## src/rtl/mapper_multicart_gen_pkg.sv

```systemverilog
// Shared constants for the generic multicart mapper: PRG banking modes,
// nametable mirroring selections and the CHR region base.
package mapper_multicart_gen_pkg;

  typedef enum logic [1:0] {
    PRG_32K        = 2'd0,
    PRG_16K_MIRROR = 2'd1,
    PRG_16K_FIXHI  = 2'd2,
    PRG_32K_ALT    = 2'd3
  } prg_mode_e;

  typedef enum logic [1:0] {
    MIR_VERT  = 2'd0,
    MIR_HORZ  = 2'd1,
    MIR_ONE_A = 2'd2,
    MIR_ONE_B = 2'd3
  } mirror_e;

  localparam logic [2:0] CHR_BASE = 3'b100;

endpackage

```

## src/rtl/mapper_irq_timer.sv

```systemverilog
// CPU-cycle down-counting IRQ timer with reload latch; ce-gated.
module mapper_irq_timer
  import mapper_multicart_gen_pkg::*;
#(
  parameter int unsigned IRQ_W = 16
) (
  input  logic       clk,
  input  logic       reset_n,
  input  logic       ce,
  input  logic       latch_lo_we,
  input  logic       latch_hi_we,
  input  logic       ctrl_we,
  input  logic [7:0] din,
  output logic       irq
);

  logic [IRQ_W-1:0] latch_q;
  logic [IRQ_W-1:0] cnt_q;
  logic             en_q;
  logic             irq_q;

  always_ff @(posedge clk or negedge reset_n) begin
    if (!reset_n) begin
      latch_q <= '0;
      cnt_q   <= '0;
      en_q    <= 1'b0;
      irq_q   <= 1'b0;
    end else if (ce) begin
      if (latch_lo_we) latch_q[7:0]       <= din;
      if (latch_hi_we) latch_q[IRQ_W-1:8] <= din[IRQ_W-9:0];
      // A control write takes priority over an expiry in the same cycle.
      if (ctrl_we) begin
        en_q  <= din[0];
        irq_q <= 1'b0;
        if (din[1]) cnt_q <= latch_q;
      end else if (en_q) begin
        if (cnt_q <= IRQ_W'(1)) begin
          irq_q <= 1'b1;
          cnt_q <= latch_q;
        end else begin
          cnt_q <= cnt_q - IRQ_W'(1);
        end
      end
    end
  end

  assign irq = irq_q;

endmodule

```

## src/rtl/mapper_multicart_gen.sv

```systemverilog
// Generic multicart mapper: lockable PRG/CHR banking, four-way mirroring
// and a CPU-cycle IRQ timer.
module mapper_multicart_gen
  import mapper_multicart_gen_pkg::*;
#(
  parameter int unsigned PRG_BANK_W = 5,
  parameter int unsigned CHR_BANK_W = 6,
  parameter int unsigned IRQ_W      = 16
) (
  input  logic        clk,
  input  logic        reset_n,
  input  logic        ce,
  input  logic [31:0] flags,
  input  logic [15:0] prg_ain,
  output logic [21:0] prg_aout,
  input  logic        prg_read,
  input  logic        prg_write,
  input  logic [7:0]  prg_din,
  output logic        prg_allow,
  input  logic [13:0] chr_ain,
  output logic [21:0] chr_aout,
  output logic        chr_allow,
  output logic        vram_a10,
  output logic        vram_ce,
  output logic        irq
);

  logic [PRG_BANK_W-1:0] prg_bank_q;
  prg_mode_e             prg_mode_q;
  logic [CHR_BANK_W-1:0] chr_bank_q;
  mirror_e               mirror_q;
  logic                  lock_q;

  logic       wr;
  logic [1:0] sel;
  assign wr  = ce & prg_write & prg_ain[15];
  assign sel = prg_ain[14:13];

  always_ff @(posedge clk or negedge reset_n) begin
    if (!reset_n) begin
      prg_bank_q <= '0;
      prg_mode_q <= PRG_32K;
      chr_bank_q <= '0;
      mirror_q   <= MIR_VERT;
      lock_q     <= 1'b0;
    end else if (wr) begin
      if (sel == 2'b00 && !lock_q) begin
        prg_bank_q <= prg_din[PRG_BANK_W-1:0];
        prg_mode_q <= prg_mode_e'(prg_ain[1:0]);
      end
      if (sel == 2'b01 && !lock_q) begin
        chr_bank_q <= prg_din[CHR_BANK_W-1:0];
        mirror_q   <= mirror_e'(prg_ain[1:0]);
      end
      if (sel == 2'b11 && prg_din[7]) lock_q <= 1'b1;
    end
  end

  mapper_irq_timer #(
    .IRQ_W(IRQ_W)
  ) u_irq_timer (
    .clk        (clk),
    .reset_n    (reset_n),
    .ce         (ce),
    .latch_lo_we(wr && sel == 2'b10 && !prg_ain[0]),
    .latch_hi_we(wr && sel == 2'b10 && prg_ain[0]),
    .ctrl_we    (wr && sel == 2'b11),
    .din        (prg_din),
    .irq        (irq)
  );

  logic [PRG_BANK_W-1:0] prg_b;

  always_comb begin
    prg_b = prg_bank_q;
    unique case (prg_mode_q)
      PRG_16K_MIRROR: prg_b = prg_bank_q;
      PRG_16K_FIXHI:  prg_b = prg_ain[14] ? '1 : prg_bank_q;
      // 32K modes: bank LSB follows A14 (also valid for 1-bit banks).
      default:        prg_b[0] = prg_ain[14];
    endcase
    prg_aout = '0;
    prg_aout[PRG_BANK_W+13:0] = {prg_b, prg_ain[13:0]};
  end

  always_comb begin
    vram_a10 = chr_ain[10];
    unique case (mirror_q)
      MIR_VERT:  vram_a10 = chr_ain[10];
      MIR_HORZ:  vram_a10 = chr_ain[11];
      MIR_ONE_A: vram_a10 = 1'b0;
      MIR_ONE_B: vram_a10 = 1'b1;
    endcase
  end

  assign chr_aout  = {CHR_BASE, 6'(chr_bank_q), chr_ain[12:0]};
  assign prg_allow = prg_ain[15] & ~prg_write;
  assign chr_allow = flags[15];
  assign vram_ce   = chr_ain[13];

  logic unused_ok;
  assign unused_ok = &{1'b0, prg_read, flags[31:16], flags[14:0]};

endmodule

```

## config.mk

```make
export PLATFORM = sky130hd
export DESIGN_NAME = mapper_multicart_gen
export DESIGN_NICKNAME = d
export VERILOG_FILES = /design/src/rtl/mapper_multicart_gen_pkg.sv /design/src/rtl/mapper_irq_timer.sv /design/src/rtl/mapper_multicart_gen.sv
export SDC_FILE = /design/constraint.sdc
export NUM_CORES = 1
export LEC_CHECK = 0
export CORE_MARGIN = 2
export CORE_UTILIZATION = 45
export CTS_CLUSTER_DIAMETER = 200
export CTS_CLUSTER_SIZE = 40
export DETAILED_ROUTE_END_ITERATION = 6
export PLACE_DENSITY_LB_ADDON = 0.3
export SLEW_MARGIN = 15
export SYNTH_ARGS = -nofsm -noshare
export SYNTH_HDL_FRONTEND = slang
export SYNTH_SLANG_ARGS = --single-unit
```

## constraint.sdc

```tcl
create_clock -name clk -period 3.05 [get_ports clk]
set_clock_uncertainty 0.15 [all_clocks]
set_input_delay 0.4575 -clock clk [delete_from_list [all_inputs] [get_ports clk]]
set_output_delay 0.4575 -clock clk [all_outputs]
set_load 0.1 [all_outputs]
```

==> run summary <==
The vertical die dimension is 82.6 um. In this run, the number of DRC markers left after iteration 0 of detailed routing was between 70 and 80. Post-CTS repair changed the size of 0 cells. The via count of the first global-routing pass came out at approximately 1900. The mapped netlist covers between 2000 and 3000 sq um. The worst setup path is launched from a register. Wires add up to between 5 and 6 mm. The starting density of the core came out at a little under half. The longest clock path from root to sink contains 2 buffers.

The tree is rooted in a sky130_fd_sc_hd__clkbuf_8. After detailed routing, the number of remaining DRC violations is 0. The share of the cycle needed by the critical path after routing came out at between 70% and 80%. The total of fill cells in the finished design came out at roughly 550. After synthesis, the mean cell area works out to around 11 sq um. The remaining number of nets flagged by the antenna check after routing came out at 0. The clock input transition at the sequential cells of the worst setup and hold paths is 0.09 ns. The count of endpoints failing setup in the final report came out at 0. The number of placement rows is 28. The number of pins with negative max-slew slack in the final report is 0. The relative contribution of sequential cells to total power is between 40% and 50%. The largest fanout on the critical path is 5. The routed length per instance came out at approximately 16 um. For this run, the detailed router's first-pass iteration total came to 4. The portion of total power attributed to combinational logic came out at between 40% and 50%. The post-route netlist has between 20% and 30% of its cells at a drive strength greater than 1. The vias after detailed routing is between 1500 and 2000. The half-perimeter wire length of the detailed placement result came out at 4.14 mm. Derived from the worst setup path, the maximum achievable clock frequency is 0.420 GHz.

The mean number of vias per cell came out at 5.44. Of the total power, the share spent switching nets is between 40% and 50%. The slew at the pin closest to its max-slew limit came out at 0.538 ns. The overflow left after global routing came out at 0. The number of standard cells after synthesis came out at 260. The wire length of the first global-routing pass is approximately 9 mm.

The top-level I/O count came out at about 120. The minimum setup slack in the final design is roughly 0.67 ns. The post-CTS setup repair buffer count is 0. The CTS tree is yes.

The flip-flop and latch count after synthesis is 50. The fraction of registers with async set/reset is 100%. The final-report hold violation count came out at 0.

The reported max-cap violation count came out at 0. The H-tree depth came out at 2. The overall power came out at approximately 2.4 mW. The placeable core region is a little under 6000 sq um. Headroom to the max-slew limit came out at between 60% and 70%. The library cell used most frequently in the layout, excluding fill and tap cells, is sky130_fd_sc_hd__dfrtp_1. The worst setup path is captured at a register. The number of buffers added to fix hold violations after cts came out at 1. The internal power came out at approximately 1.4 mW. Setup repair after global routing left no endpoint under its margin. The library cells used most frequently in the layout, excluding fill and tap cells, are 50 x sky130_fd_sc_hd__dfrtp_1, 32 x sky130_fd_sc_hd__mux2_2, 21 x sky130_fd_sc_hd__buf_4. Sequential cells were found to cover between 40% and 50% of the synthesized design area. The global-route usage over all layers is a little under a fifth. The CTS buffer count is 5. The count of buffers added on input and output ports is 37. The die is around 83 um wide. The run finished with clean final reports. Among all flip-flop cells after synthesis, the most frequent one is sky130_fd_sc_hd__dfrtp_1. The final estimated routing congestion in global placement is 0.811. In this run, the clock network consumes 19.8% of the power.

The critical path in this run is classified as reg2reg. The count of inserted antenna diode cells came out at 0. The shortest clock period the worst path allows after layout came out at roughly 2.4 ns. Data on the critical path is required at its endpoint by between 3 and 4 ns.

At the worst endpoint, the arrival time is 2.47 ns. The signed area change from the synthesized netlist to the final layout came out at 12.8%. Dividing total power by cell area gives a power density of 768 nW/um^2.

The sum of negative setup slack came out at 0 ns. The leakage dissipation came out at between 1 and 1.5 nW. The number of nets at the end of the flow is 353. The net switching component of the power came out at 1.01 mW. The number of enable-type register cells in the synthesized netlist is 0. The path class of the tightest hold or removal check is reg2reg. The largest net degree at the start of global routing came out at 29.

The yosys synthesis warning count came out at 0. The die covers ~7000 sq um. The worst-case IR drop observed on VDD is 0.513 mV. The later pin in the worst-skew pair is clocked with a latency of about 0.32 ns. The initial antenna violation count was 0.

Clock tree synthesis found a total of 50 sinks. Timing analysis after detailed placement gives a worst setup slack of 0.402 ns. The number of unique standard cell types used by synthesis is 43.
-- synthesized netlist by cell type (4+ instances only) --
cell	count	area, sq um
sky130_fd_sc_hd__dfrtp_1	50	1250
sky130_fd_sc_hd__buf_4	35	263
sky130_fd_sc_hd__mux2_2	32	360
sky130_fd_sc_hd__nand2_1	19	71.3
sky130_fd_sc_hd__nor2_1	14	52.6
sky130_fd_sc_hd__o21ai_0	13	65.1
sky130_fd_sc_hd__inv_1	7	26.3
sky130_fd_sc_hd__mux2i_1	7	70.1
sky130_fd_sc_hd__nand3_1	7	35.0
sky130_fd_sc_hd__a21oi_1	6	30.0
sky130_fd_sc_hd__nand2b_1	6	37.5
sky130_fd_sc_hd__a2bb2oi_1	5	43.8
sky130_fd_sc_hd__a21oi_2	4	35.0
sky130_fd_sc_hd__ha_1	4	50.1
sky130_fd_sc_hd__nor3_1	4	20.0
sky130_fd_sc_hd__nor4_1	4	25.0
sky130_fd_sc_hd__o2bb2ai_1	4	35.0
-- worst paths after layout --
path / from / endpoint / slack [ns] / cells after the start
max: u_irq_timer.cnt_q[0]$_DFFE_PN0P_ / u_irq_timer.cnt_q[12]$_DFFE_PN0P_ / 0.67 / 7
min: u_irq_timer.en_q$_DFFE_PN0P_ / u_irq_timer.en_q$_DFFE_PN0P_ / 0.32 / 2
max reg2reg: u_irq_timer.cnt_q[0]$_DFFE_PN0P_ / u_irq_timer.cnt_q[12]$_DFFE_PN0P_ / 0.67 / 7
min reg2reg: u_irq_timer.en_q$_DFFE_PN0P_ / u_irq_timer.en_q$_DFFE_PN0P_ / 0.32 / 2
max in group asynchronous: reset_n / u_irq_timer.latch_q[12]$_DFFE_PN0P_ / 1.49 / 3
min in group asynchronous: reset_n / u_irq_timer.cnt_q[15]$_DFFE_PN0P_ / 0.50 / 2
-- registers in the layout, summed over array words and instances (netlist names) --
register and flops:
u_irq_timer.cnt_q 16, u_irq_timer.latch_q 16, chr_bank_q 6, prg_bank_q 5, mirror_q 2, prg_mode_q 2
lock_q 1, u_irq_timer.en_q 1, u_irq_timer.irq 1
-- cell type report --
cell class                 instances  area, sq um  share of cell area [%]
multi-input combinational        165         1210                    38.6
clock buffer                       5         68.8                    2.19
timing repair buffer              45          443                    14.1
tap                               75         93.8                    2.99
sequential                        50         1250                    39.9
inverter                           7         26.3                   0.837
clock inverter                     3         43.8                    1.40
-- power groups by stage --
stage | Combinational (mW) | Sequential (mW) | Clock, mW
after detailed placement | 0.967 | 0.981 | 0
after global routing | 1.03 | 0.996 | 0.517
after floorplan | 0.743 | 1.09 | 0
after global placement | 0.949 | 0.977 | 0
final | 0.963 | 0.969 | 0.478
after CTS | 0.970 | 0.969 | 0.493
-- worst max-delay path, cell delays in order, from the launching register on --
cell,delay (ns)
sky130_fd_sc_hd__dfrtp_1,0.43
sky130_fd_sc_hd__inv_1,0.11
sky130_fd_sc_hd__ha_1,0.25
sky130_fd_sc_hd__or3b_2,0.52
sky130_fd_sc_hd__nor4_2,0.39
sky130_fd_sc_hd__nand2_1,0.13
sky130_fd_sc_hd__a21oi_2,0.15
sky130_fd_sc_hd__a2bb2oi_1,0.17
-- metal layers --
layer / routed length [um] / global-route usage, % / up-vias / share of wire (%)
li1: - / - / 912 / -
met1: 2570 / 24.6 / 930 / 46
met2: 2590 / 28.4 / 54 / 47
met3: 299 / 5.11 / 8 / 5.4
met4: 78 / 6.07 / 0 / 1.4
met5: 0 / 0 / - / 0
-- per-stage QoR --
stage / hold WS, ns / cells / instance area (sq um) / utilization, %
after CTS: 0.323 / 350 / 3140 / 52.7
after detailed placement: 0.301 / 341 / 3020 / 50.6
after floorplan: 0.0119 / 264 / 2800 / -
after global placement: 0.296 / 341 / 3020 / 50.6
after global routing: 0.365 / 350 / 3140 / 52.7
final: 0.319 / 350 / 3140 / 52.7
-- cells by family after synthesis --
family / after synthesis / synth area share (%)
buf+inv: 49 / 12.0
mux: 39 / 15.5
compound gates: 48 / 12.1
simple gates: 68 / 13.4
fa+ha+maj: 4 / 1.80
flops: 50 / 45.0
other cells: 2 / 0.270
(Power assumes the default switching activity.)
